==> src/rtl/ifu_pkg.sv <==
// Shared IFU issue-stage parameters and the queue entry type.
package ifu_pkg;

    localparam int unsigned PC_WIDTH   = 48;
    localparam int unsigned INST_WIDTH = 32;
    localparam int unsigned PC_STEP    = 4;

    typedef struct packed {
        logic [INST_WIDTH-1:0] inst;
        logic [PC_WIDTH-1:0]   pc;
    } ifu_entry_t;

endpackage

==> src/rtl/ifu_skid_queue.sv <==
// Two-entry register queue; head is always slot0, pushed data appears at head next cycle.
module ifu_skid_queue #(
    parameter type entry_t = logic [7:0]
) (
    input  logic       clock,
    input  logic       reset_n,
    input  logic       push,
    input  entry_t     push_data,
    input  logic       pop,
    input  logic       flush,
    output logic [1:0] count,
    output entry_t     head
);

    entry_t     slot0_q, slot0_d;
    entry_t     slot1_q, slot1_d;
    logic [1:0] count_q, count_d;

    always_comb begin
        slot0_d = slot0_q;
        slot1_d = slot1_q;
        count_d = count_q;
        if (flush) begin
            count_d = 2'd0;
        end else begin
            case ({push, pop})
                2'b10: begin
                    if (count_q == 2'd0) slot0_d = push_data;
                    else                 slot1_d = push_data;
                    if (count_q != 2'd2) count_d = count_q + 2'd1;
                end
                2'b01: begin
                    // Slot0 keeps its stale value when the queue drains, so the head holds.
                    if (count_q == 2'd2) slot0_d = slot1_q;
                    if (count_q != 2'd0) count_d = count_q - 2'd1;
                end
                2'b11: begin
                    if (count_q == 2'd2) begin
                        slot0_d = slot1_q;
                        slot1_d = push_data;
                    end else begin
                        slot0_d = push_data;
                        count_d = 2'd1;
                    end
                end
                default: ;
            endcase
        end
    end

    always_ff @(posedge clock or negedge reset_n) begin
        if (!reset_n) begin
            slot0_q <= '0;
            slot1_q <= '0;
            count_q <= 2'd0;
        end else begin
            slot0_q <= slot0_d;
            slot1_q <= slot1_d;
            count_q <= count_d;
        end
    end

    assign count = count_q;
    assign head  = slot0_q;

endmodule

==> src/rtl/ifu_issue_stage.sv <==
// Pops instructions from the ibuffer, tags them with consecutive PCs and queues them for decode.
module ifu_issue_stage
    import ifu_pkg::*;
(
    input  logic                  clock,
    input  logic                  reset_n,
    input  logic [PC_WIDTH-1:0]   boot_addr,
    input  logic                  redirect_valid,
    input  logic [PC_WIDTH-1:0]   redirect_addr,
    input  logic [INST_WIDTH-1:0] fifo_data_out,
    input  logic                  fifo_empty,
    output logic                  fifo_read_en,
    output logic                  clear_ibuffer,
    output logic                  ibu_inst_valid,
    output logic [INST_WIDTH-1:0] ibu_inst,
    output logic [PC_WIDTH-1:0]   ibu_pc,
    input  logic                  ibu_inst_ready
);

    logic                booted_q;
    logic                inflight_q;
    logic                clear_q;
    logic [PC_WIDTH-1:0] pc_q, pc_d;

    logic [1:0] count;
    logic [2:0] credit_used;
    logic       push, pop;
    ifu_entry_t head, push_entry;

    // Pre-pop occupancy plus the outstanding read: a decode pop frees no credit this cycle.
    assign credit_used  = {1'b0, count} + {2'b00, inflight_q};
    assign fifo_read_en = booted_q & ~fifo_empty & ~redirect_valid & ~clear_q
                        & (credit_used < 3'd2);

    assign ibu_inst_valid = (count != 2'd0) & ~redirect_valid;
    assign push           = inflight_q & ~redirect_valid;
    assign pop            = ibu_inst_valid & ibu_inst_ready;
    assign push_entry     = '{inst: fifo_data_out, pc: pc_q};

    always_comb begin
        pc_d = pc_q;
        if (redirect_valid)  pc_d = redirect_addr;
        else if (!booted_q)  pc_d = boot_addr;
        else if (push)       pc_d = pc_q + PC_WIDTH'(PC_STEP);
    end

    always_ff @(posedge clock or negedge reset_n) begin
        if (!reset_n) begin
            booted_q   <= 1'b0;
            inflight_q <= 1'b0;
            clear_q    <= 1'b0;
            pc_q       <= '0;
        end else begin
            booted_q   <= 1'b1;
            inflight_q <= fifo_read_en;
            clear_q    <= redirect_valid;
            pc_q       <= pc_d;
        end
    end

    ifu_skid_queue #(
        .entry_t (ifu_entry_t)
    ) u_queue (
        .clock     (clock),
        .reset_n   (reset_n),
        .push      (push),
        .push_data (push_entry),
        .pop       (pop),
        .flush     (redirect_valid),
        .count     (count),
        .head      (head)
    );

    assign ibu_inst      = head.inst;
    assign ibu_pc        = head.pc;
    assign clear_ibuffer = clear_q;

`ifndef SYNTHESIS
    overflow_check : assert property (@(posedge clock) disable iff (!reset_n)
        !(push && (count == 2'd2) && !pop))
        else $error("issue queue overflow");
`endif

endmodule

==> config.mk <==
export PLATFORM = sky130hd
export DESIGN_NAME = ifu_issue_stage
export DESIGN_NICKNAME = d
export VERILOG_FILES = /design/src/rtl/ifu_pkg.sv /design/src/rtl/ifu_skid_queue.sv /design/src/rtl/ifu_issue_stage.sv
export SDC_FILE = /design/constraint.sdc
export NUM_CORES = 1
export LEC_CHECK = 0
export ABC_AREA = 1
export BUFFER_PORTS_ARGS = -buffer_cell sky130_fd_sc_hd__buf_2
export CORE_MARGIN = 2
export CORE_UTILIZATION = 60
export CTS_CLUSTER_DIAMETER = 80
export DETAILED_ROUTE_END_ITERATION = 10
export MAX_ROUTING_LAYER = met4
export PLACE_DENSITY = 0.93
export SKIP_LAST_GASP = 1
export SYNTH_ARGS = -nofsm -noshare
export SYNTH_HDL_FRONTEND = slang
export SYNTH_SLANG_ARGS = --single-unit
==> constraint.sdc <==
create_clock -name clock -period 4.8 [get_ports clock]
set_input_delay 0.48 -clock clock [delete_from_list [all_inputs] [get_ports clock]]
set_output_delay 0.48 -clock clock [all_outputs]
set_load 0.02 [all_outputs]
==> run_results.csv, run 1 <==
group,metric,value,unit
yosys,synth_cells,1411,
clock_network,ctsLongestPathBuffers,3,
grt,track_usage,0.355,
cells_and_area,drive_above_1_share,0.201,
worst_setup_path,ff2ff_setup_slack,1630,ps
worst_setup_path,rr_endpoint,"u_queue.head[22]",
grt,grt_pass1_wl,54200,um
grt,grt_max_degree,122,
cells_and_area,syn2layout_area_growth,17.2,%
yosys,synth_area,0.0111,mm2
worst_setup_path,cp-end-kind,"flop",
clock_network,htreeDepth,1,
sta,final_max_slew_viol_count,0,
cells_and_area,nFillCells,1346,
worst_setup_path,reg2reg_from,"u_queue.count[0]",
worst_setup_path,cp_num_buf_inv,2,
sta,fmax,0.316,GHz
worst_setup_path,critPathArrivalTime,3580,ps
pwr,pwr_density_cell,515,mW/mm2
floorplan,dieArea,0.0196,mm2
yosys,ys_seq_area_frac,0.480,
worst_setup_path,path_depth,7,
routing,wl,34300,um
placement,hpwl,22800,um
worst_setup_path,crit_family,"simple AND/OR/NAND/NOR gates",
pwr,leakage,6.50,nW
cells_and_area,num-nets-final,1718,
worst_setup_path,crit_required,5220,ps
placement,place_area,0.0122,mm2
sta,hold_ws,7.59,ps
floorplan,start_util,0.614,
worst_setup_path,slowest_delay,900,ps
worst_setup_path,slowest_stage,"nand2_1",
sta,period_needed,3170,ps
clock_network,cts_resized,0,
clock_network,numCtsBuffers,22,
grt,antenna_found_initial,1,
min_path,hp-class,"in2async",
yosys,avgSynthCellArea,7.87,um2
routing,via_count,10939,
worst_setup_path,worstRegToRegCells,7,
placement,dp_cells,1789,
worst_setup_path,crit_fanout,58,
clock_network,insertion_delay,540,ps
status,outcome,"finished with violations",
clock_network,clockRootBuffer,"clkbuf_16",
sta,skew,36.4,ps
clock_network,clkSinkCount,213,
routing,first_iter_violations,1343,
sta,worstMarginPinSlew,1220,ps
yosys,ys_ff_latch,213,
floorplan,fp.dieW,140,um
worst_setup_path,crit_chain,"inv_1 -> nand2_1 -> nand2_1 -> nand2_2 -> inv_2 -> nand2_1 -> a22oi_1",
yosys,yosysTopAreaCell,"dfrtp_1",
placement,port-buffer-count,215,
worst_setup_path,path_class,"reg2reg",
yosys,synth_top_area_frac,0.480,
clock_network,post_cts_buffers,0,
yosys,yosys_warnings,0,
worst_setup_path,crit_path_start_kind,"flop",
routing,routedWlPerCell,18.7,um
floorplan,num_rows,49,
yosys,synth_area_leaders,"dfrtp_1 (48%), nand2_1 (13%), inv_1 (5.7%)",
sta,final_hold_viol_count,0,
routing,viasPerCell,5.98,
pwr,irDropWorstVdd,313,uV
flow_run,drv_cap,0,
floorplan,die_h,140,um
cells_and_area,design_area,0.0130,mm2
routing,drc_errors,12,
yosys,syn_nets,1545,
worst_setup_path,crit_start,"u_queue.count[0]",
clock_network,postCtsHoldBufs,0,
sta,grt_setup_unrepaired,"false",
cells_and_area,fin_cells,1829,
cells_and_area,fin_util,0.720,
worst_setup_path,timing.critical_path.mode_cell,"nand2_1",
floorplan,io_pins,216,
routing,antenna_left,0,
sta,setup_viol,0,
sta,finalCritPeriodShare,0.659,
routing,dr.pass1.iters,11,
clock_network,path_clk_slew,60,ps
status,violations,"DRC",
placement,place_congestion,0.998,
grt,overflow,0,
floorplan,coreArea,0.0181,mm2
sta,fin_tns_setup,0,ps
grt,grt_pass1_vias,10410,
sta,relSlewSlack,0.183,
clock_network,cts_tree,"done",
yosys,yosysUniqueCellTypes,37,
-- cell type report --
class	instances	area, um2	share of cell area
flip-flops and latches	213	5330	0.409
inverters	173	652	0.0501
well taps	229	287	0.0220
repair buffers	227	1200	0.0922
clock buffers	30	641	0.0492
diodes	1	2.50	0.000192
clock inverters	9	128	0.00980
multi-input cells	947	4780	0.367
-- state kept, by name, summed over array words and instances, names as in the netlist --
name / count
booted_q: 1
clear_ibuffer: 1
inflight_q: 1
pc_q: 48
u_queue.count: 2
u_queue.head: 80
u_queue.slot1_q: 80
-- synth_stat cells, drive strengths merged --
| cell | count |
|---|---|
| ha | 1 |
| dfrtp | 213 |
| o21ai | 109 |
| nor4 | 1 |
| inv | 173 |
| nand3 | 78 |
| clkbuf | 36 |
| nand2 | 372 |
| nand4 | 12 |
| xnor2 | 1 |
| o22ai | 13 |
| a211oi | 6 |
| a22oi | 80 |
| a31oi | 1 |
| o211ai | 3 |
| xor2 | 11 |
| mux2 | 38 |
| nor3 | 3 |
| conb | 1 |
| a21oi | 116 |
| and2 | 1 |
| or2 | 4 |
| a21o | 3 |
| nor2 | 93 |
| buf | 42 |
-- worst max path at each step --
| stage | end | slack (ps) |
|---|---|---|
| floorplan | fifo_read_en | 2940 |
| finish | u_queue.head[22] | 1630 |
| CTS | u_queue.head[43] | 1730 |
| detailed placement | pc_q[12] | 1660 |
| global route | u_queue.head[43] | 1450 |
| global placement | pc_q[12] | 1820 |
-- worst register-to-register path, delay by kind of cell (launching register included) --
family / cells / cell delay [ps]
and+or+nand+nor: 4 / 1350
buffers and inverters: 2 / 1050
DFF: 1 / 430
AOI/OAI and AO/OA: 1 / 230
-- power by group --
group	switching, mW	internal, mW	total, mW
sequential	0.440	2.43	2.87
clock	0.743	1.05	1.79
combinational	1.28	0.753	2.03
-- cells in the final DEF, fill, tap and decap left out, types with 2 or more instances in the layout --
cell | synthesis | layout
nand2_1 | 370 | 370
buf_2 | 29 | 214
dfrtp_1 | 213 | 213
inv_1 | 169 | 169
a21oi_1 | 116 | 116
nor2_1 | 86 | 86
o21ai_0 | 83 | 83
a22oi_1 | 80 | 80
nand3_1 | 78 | 78
mux2_2 | 38 | 38
o21ai_1 | 24 | 24
clkbuf_16 | 0 | 22
o22ai_1 | 13 | 13
nand4_1 | 12 | 12
xor2_1 | 11 | 11
buf_4 | 3 | 10
clkbuf_8 | 0 | 7
a211oi_1 | 6 | 6
nor2_2 | 5 | 5
or2_2 | 4 | 4
clkinv_2 | 0 | 4
nor3_1 | 3 | 3
a21o_1 | 3 | 3
o211ai_1 | 3 | 3
inv_2 | 3 | 3
nor2_4 | 2 | 2
o21ai_4 | 1 | 2
bufinv_16 | 0 | 2
clkinv_4 | 0 | 2
clkbuf_1 | 36 | 2
buf_12 | 0 | 2
-- through the flow --
stage	total power, mW	setup slack, ps
after floorplan	4.12	2940
after global placement	4.76	1820
after detailed placement	4.87	1660
after CTS	6.69	1730
after global routing	7.03	1450
final	6.70	1630
-- layer usage --
layer  wire (um)  up-vias  track usage
li1            -     4983            -
met1       13500     5218        0.470
met2       16200      624        0.560
met3        3320      114       0.0561
met4        1270        0        0.132
met5           0        -            -
-- cell families after synthesis --
group,synth area share
simple gates,0.207
buf+inv,0.0907
xor+xnor,0.00946
mux,0.0385
flops,0.480
compound gates,0.173
other cells,0.000338
fa+ha+maj,0.00113
(Power assumes the default switching activity.)
==> inputs of run 2 (changes only) <==
CORE_UTILIZATION = 56   (was 60)
PLACE_DENSITY = 0.88   (was 0.93)
clock period = 2.95 ns   (was 4.8 ns; I/O delays follow)
==> run_results.csv, run 2 (synthesized netlist as in run 1, its figures left out) <==
group,metric,value,unit
routing,via_count,10774,
sta,skew,23.1,ps
cells_and_area,layout_common_cells,"nand2_1 (370), buf_2 (214), dfrtp_1 (213)",
clock_network,cts_tree,"done",
flow_run,drv_cap,0,
floorplan,start_util,0.571,
sta,grt_setup_unrepaired,"false",
grt,grt_pass1_vias,9995,
clock_network,post_cts_buffers,0,
placement,pre_cts_ws,687,ps
floorplan,dieArea,0.0210,mm2
worst_setup_path,crit_fanout,80,
floorplan,num_rows,51,
sta,final_hold_viol_count,0,
cells_and_area,mostFrequentLayoutCell,"nand2_1",
clock_network,ctsLongestPathBuffers,3,
routing,first_iter_violations,1153,
sta,fmax,0.418,GHz
min_path,hp-class,"in2reg",
grt,overflow,0,
floorplan,coreArea,0.0195,mm2
cells_and_area,syn2layout_area_growth,18.4,%
placement,place_congestion,0.986,
pwr,pwr_density_cell,823,mW/mm2
sta,hold_ws,18.2,ps
worst_setup_path,crit_start,"u_queue.count[0]",
clock_network,clockRootBuffer,"clkbuf_16",
worst_setup_path,critPathArrivalTime,2810,ps
pwr,p_total,10.8,mW
floorplan,io_pins,216,
placement,dp_cells,1831,
cells_and_area,fin_cells,1876,
routing,dr.pass1.iters,6,
placement,port-buffer-count,215,
sta,relSlewSlack,0.362,
clock_network,numCtsBuffers,24,
sta,worstMarginPinSlew,957,ps
worst_setup_path,reg2reg_from,"u_queue.count[0]",
floorplan,die_h,145,um
min_path,hold_start,"fifo_data_out[17]",
worst_setup_path,path_class,"reg2reg",
routing,viasPerCell,5.74,
clock_network,path_clk_slew,60,ps
worst_setup_path,crit_path_start_kind,"flop",
placement,hpwl,22500,um
routing,drc_errors,0,
routing,routedWlPerCell,17.9,um
grt,antenna_found_initial,2,
sta,final_max_slew_viol_count,0,
clock_network,htreeDepth,1,
worst_setup_path,cp-end-kind,"flop",
status,outcome,"finished, final reports clean",
sta,setup_viol,0,
grt,track_usage,0.327,
routing,wl,33600,um
worst_setup_path,crit_required,3370,ps
routing,antenna_left,0,
sta,worst_slack,557,ps
pwr,leakage,6.54,nW
floorplan,fp.dieW,145,um
cells_and_area,drive_above_1_share,0.201,
grt,grt_pass1_wl,52100,um
grt,grt_max_degree,97,
clock_network,clkSinkCount,213,
clock_network,insertion_delay,530,ps
cells_and_area,num-nets-final,1728,
sta,fin_tns_setup,0,ps
sta,period_needed,2390,ps
pwr,irDropWorstVdd,515,uV
sta,finalCritPeriodShare,0.811,
[run 2: layout make-up]
cell class / count / area [um2]
Multi-Input combinational cell: 947 / 4780
Antenna cell: 2 / 5.00
Inverter: 173 / 652
Fill cell: 1576 / 6310
Sequential cell: 213 / 5330
Timing Repair Buffer: 235 / 1300
Clock inverter: 5 / 61.3
Clock buffer: 36 / 696
Tap cell: 265 / 332
[run 2: metal layers]
metal | vias up | global-route usage | part of all wire
met4 | 0 | 0.0920 | 0.020
met5 | - | - | 0
met1 | 5107 | 0.451 | 0.42
met3 | 66 | 0.0385 | 0.094
li1 | 5004 | - | -
met2 | 597 | 0.516 | 0.47
[run 2: critical path, cell delays in order, from the launching register on]
cell and delay, ps:
dfrtp_1 440, nor2_4 220, nor2_4 60, nand2_4 100, inv_4 170, nand2_2 120
buf_4 730, a21oi_1 200, a22oi_1 230
[run 2: what timing repair did]
action,in CTS,in global routing
endpoints found under the hold margin,66,0
resized for setup,0,0
hold buffers,2,0
[run 2: worst paths after layout]
check | slack [ps] | end | cells after the start
max | 560 | u_queue.head[71] | 8
min | 20 | u_queue.slot1_q[65] | 2
max reg2reg | 560 | u_queue.head[71] | 8
min reg2reg | 490 | u_queue.slot1_q[34] | 2
max in group asynchronous | 1800 | u_queue.head[27] | 3
min in group asynchronous | 330 | u_queue.head[5] | 2
[run 2: power by group]
part / leakage (nW) / switching, mW / internal (mW)
registers: 2.49 / 0.703 / 3.96
clock network: 0.373 / 1.17 / 1.71
logic: 3.68 / 2.05 / 1.24
[run 2: per-stage QoR]
stage	area, um2	util
6_report	13200	0.676
5_1_grt	13200	0.676
4_1_cts	13200	0.676
3_5_place_dp	12400	0.636
3_3_place_gp	12400	0.636
2_1_floorplan	11100	-
==> inputs of run 3 (changes only) <==
CORE_UTILIZATION = 51   (was 56)
PLACE_DENSITY = 0.85   (was 0.88)
clock period = 2 ns   (was 2.95 ns; I/O delays follow)
==> run_results.csv, run 3 (synthesized netlist as in run 1, its figures left out) <==
group,metric,value,unit
status,outcome,"finished with violations",
status,violations,"hold timing",
clock_network,clkSinkCount,213,
placement,place_congestion,1.01,
cells_and_area,mostFrequentLayoutCell,"nand2_1",
routing,viasPerCell,5.75,
floorplan,die_h,152,um
grt,antenna_found_initial,3,
cells_and_area,nFillCells,1663,
sta,skew,8.63,ps
routing,routedWlPerCell,18.8,um
worst_setup_path,timing.critical_path.mode_cell,"inv_2",
sta,worst_slack,86.9,ps
worst_setup_path,crit_family,"buffers and inverters",
cells_and_area,num-nets-final,1842,
sta,finalCritPeriodShare,0.957,
routing,antenna_left,0,
cells_and_area,syn2layout_area_growth,29.8,%
grt,grt_pass1_wl,58200,um
clock_network,htreeDepth,1,
sta,setup_viol,0,
placement,pre_cts_ws,84.5,ps
routing,via_count,11504,
grt,grt_pass1_vias,11079,
worst_setup_path,cp_num_buf_inv,5,
clock_network,cts_tree,"done",
placement,hpwl,24400,um
floorplan,fp.dieW,152,um
sta,relSlewSlack,0.636,
grt,grt_max_degree,101,
sta,worstMarginPinSlew,546,ps
routing,first_iter_violations,1363,
cells_and_area,layout_common_cells,"nand2_1 (369), buf_2 (213), dfrtp_1 (210)",
floorplan,io_pins,216,
sta,fmax,0.523,GHz
routing,met1_length,15000,um
sta,final_hold_viol_count,1,
grt,track_usage,0.333,
floorplan,coreArea,0.0212,mm2
clock_network,numCtsBuffers,23,
pwr,irDropWorstVdd,561,uV
worst_setup_path,slowest_stage,"dlygate4sd3_1",
routing,drc_errors,0,
cells_and_area,multi_input_area,0.00482,mm2
floorplan,num_rows,53,
floorplan,start_util,0.523,
sta,final_max_slew_viol_count,0,
pwr,leakage,7.11,nW
flow_run,drv_cap,0,
sta,period_needed,1910,ps
clock_network,insertion_delay,540,ps
clock_network,ctsLongestPathBuffers,3,
worst_setup_path,crit_fanout,36,
cells_and_area,regArea,0.00533,mm2
grt,overflow,0,
clock_network,clockRootBuffer,"clkbuf_16",
worst_setup_path,path_class,"reg2reg",
worst_setup_path,slowest_delay,590,ps
placement,port-buffer-count,215,
clock_network,path_clk_slew,60,ps
routing,wl_met3,3770,um
routing,wl,37700,um
worst_setup_path,crit_chain,"inv_2 -> nor2_2 -> inv_2 -> nor2_4 -> inv_1 -> buf_12 -> o21ai_0 -> o22ai_1 -> dlygate4sd3_1",
routing,dr.pass1.iters,6,
floorplan,dieArea,0.0230,mm2
sta,hold_ws,-2.30,ps
routing,highest_layer,"met4",
pwr,pwr_density_cell,1170,mW/mm2
routing,route.met2.wl,17300,um
worst_setup_path,critPathArrivalTime,2320,ps
worst_setup_path,cp-end-kind,"flop",
worst_setup_path,crit_required,2410,ps
sta,grt_setup_unrepaired,"true",
cells_and_area,drive_above_1_share,0.218,
worst_setup_path,crit_path_start_kind,"flop",
pwr,p_total,16.8,mW
min_path,hp-class,"in2reg",
[run 3: changes by cell type in the layout (fill, tap and decap cells not counted), sizes merged]
cell and delta:
clkinv -2, inv +1, dlygate4sd3 +77, diode +1, buf +37, clkbuf -2
bufinv +4
[run 3: per-stage QoR]
stage / instance area, um2 / setup TNS (ps) / util / hold WS (ps) / instances
after floorplan: 11100 / 0 / - / -95.6 / 1411
after global placement: 12700 / 0 / 0.598 / 220 / 1874
after detailed placement: 12700 / 0 / 0.598 / 225 / 1874
after CTS: 14300 / 0 / 0.674 / 0.861 / 1994
after global routing: 14400 / -37.0 / 0.679 / 4.77 / 2002
final: 14400 / 0 / 0.679 / -2.30 / 2002
[run 3: worst paths after layout]
kind                                     start  slack [ps]                   to  depth (start not counted)
setup / recovery                      booted_q          90              pc_q[2]                          9
hold reg to reg            u_queue.slot1_q[15]         490  u_queue.slot1_q[15]                          2
setup reg to reg                      booted_q          90              pc_q[2]                          9
max in group asynchronous              reset_n        1050              pc_q[8]                          3
min in group asynchronous              reset_n         210     u_queue.head[36]                          2
hold / removal               redirect_addr[40]          -2             pc_q[40]                          5
[run 3: per-layer routing]
metal	up-vias	global-route usage
li1	5213	-
met1	5386	0.446
met2	768	0.514
met3	137	0.0482
met4	0	0.135
met5	-	-
[run 3: layout make-up]
| cell class | instances | area share |
|---|---|---|
| clock inverter | 8 | 0.0125 |
| tap | 275 | 0.0239 |
| inverter | 173 | 0.0452 |
| timing repair buffer | 350 | 0.169 |
| multi-input combinational | 947 | 0.334 |
| antenna | 3 | 0.000521 |
| clock buffer | 33 | 0.0446 |
| sequential | 213 | 0.370 |
[run 3: repair_timing]
action | CTS | global route
setup buffers | 0 | 4
gates resized for setup | 0 | 23
hold buffers | 79 | 0
endpoints found under the hold margin | 136 | 0
setup endpoints to repair | 0 | 25
[run 3: report_power, final]
| group | leakage (nW) | total [mW] | switching [mW] | internal [mW] |
|---|---|---|---|---|
| combinational | 4.22 | 5.25 | 3.22 | 2.04 |
| sequential | 2.49 | 6.86 | 1.03 | 5.84 |
| clock | 0.402 | 4.73 | 1.84 | 2.89 |
[run 3: worst reg2reg max path: cells and delay by family, from the launching register on]
kind            cells  cell delay, ps
buf+inv             5            1000
flops               1             360
simple gates        2             230
compound gates      2             200
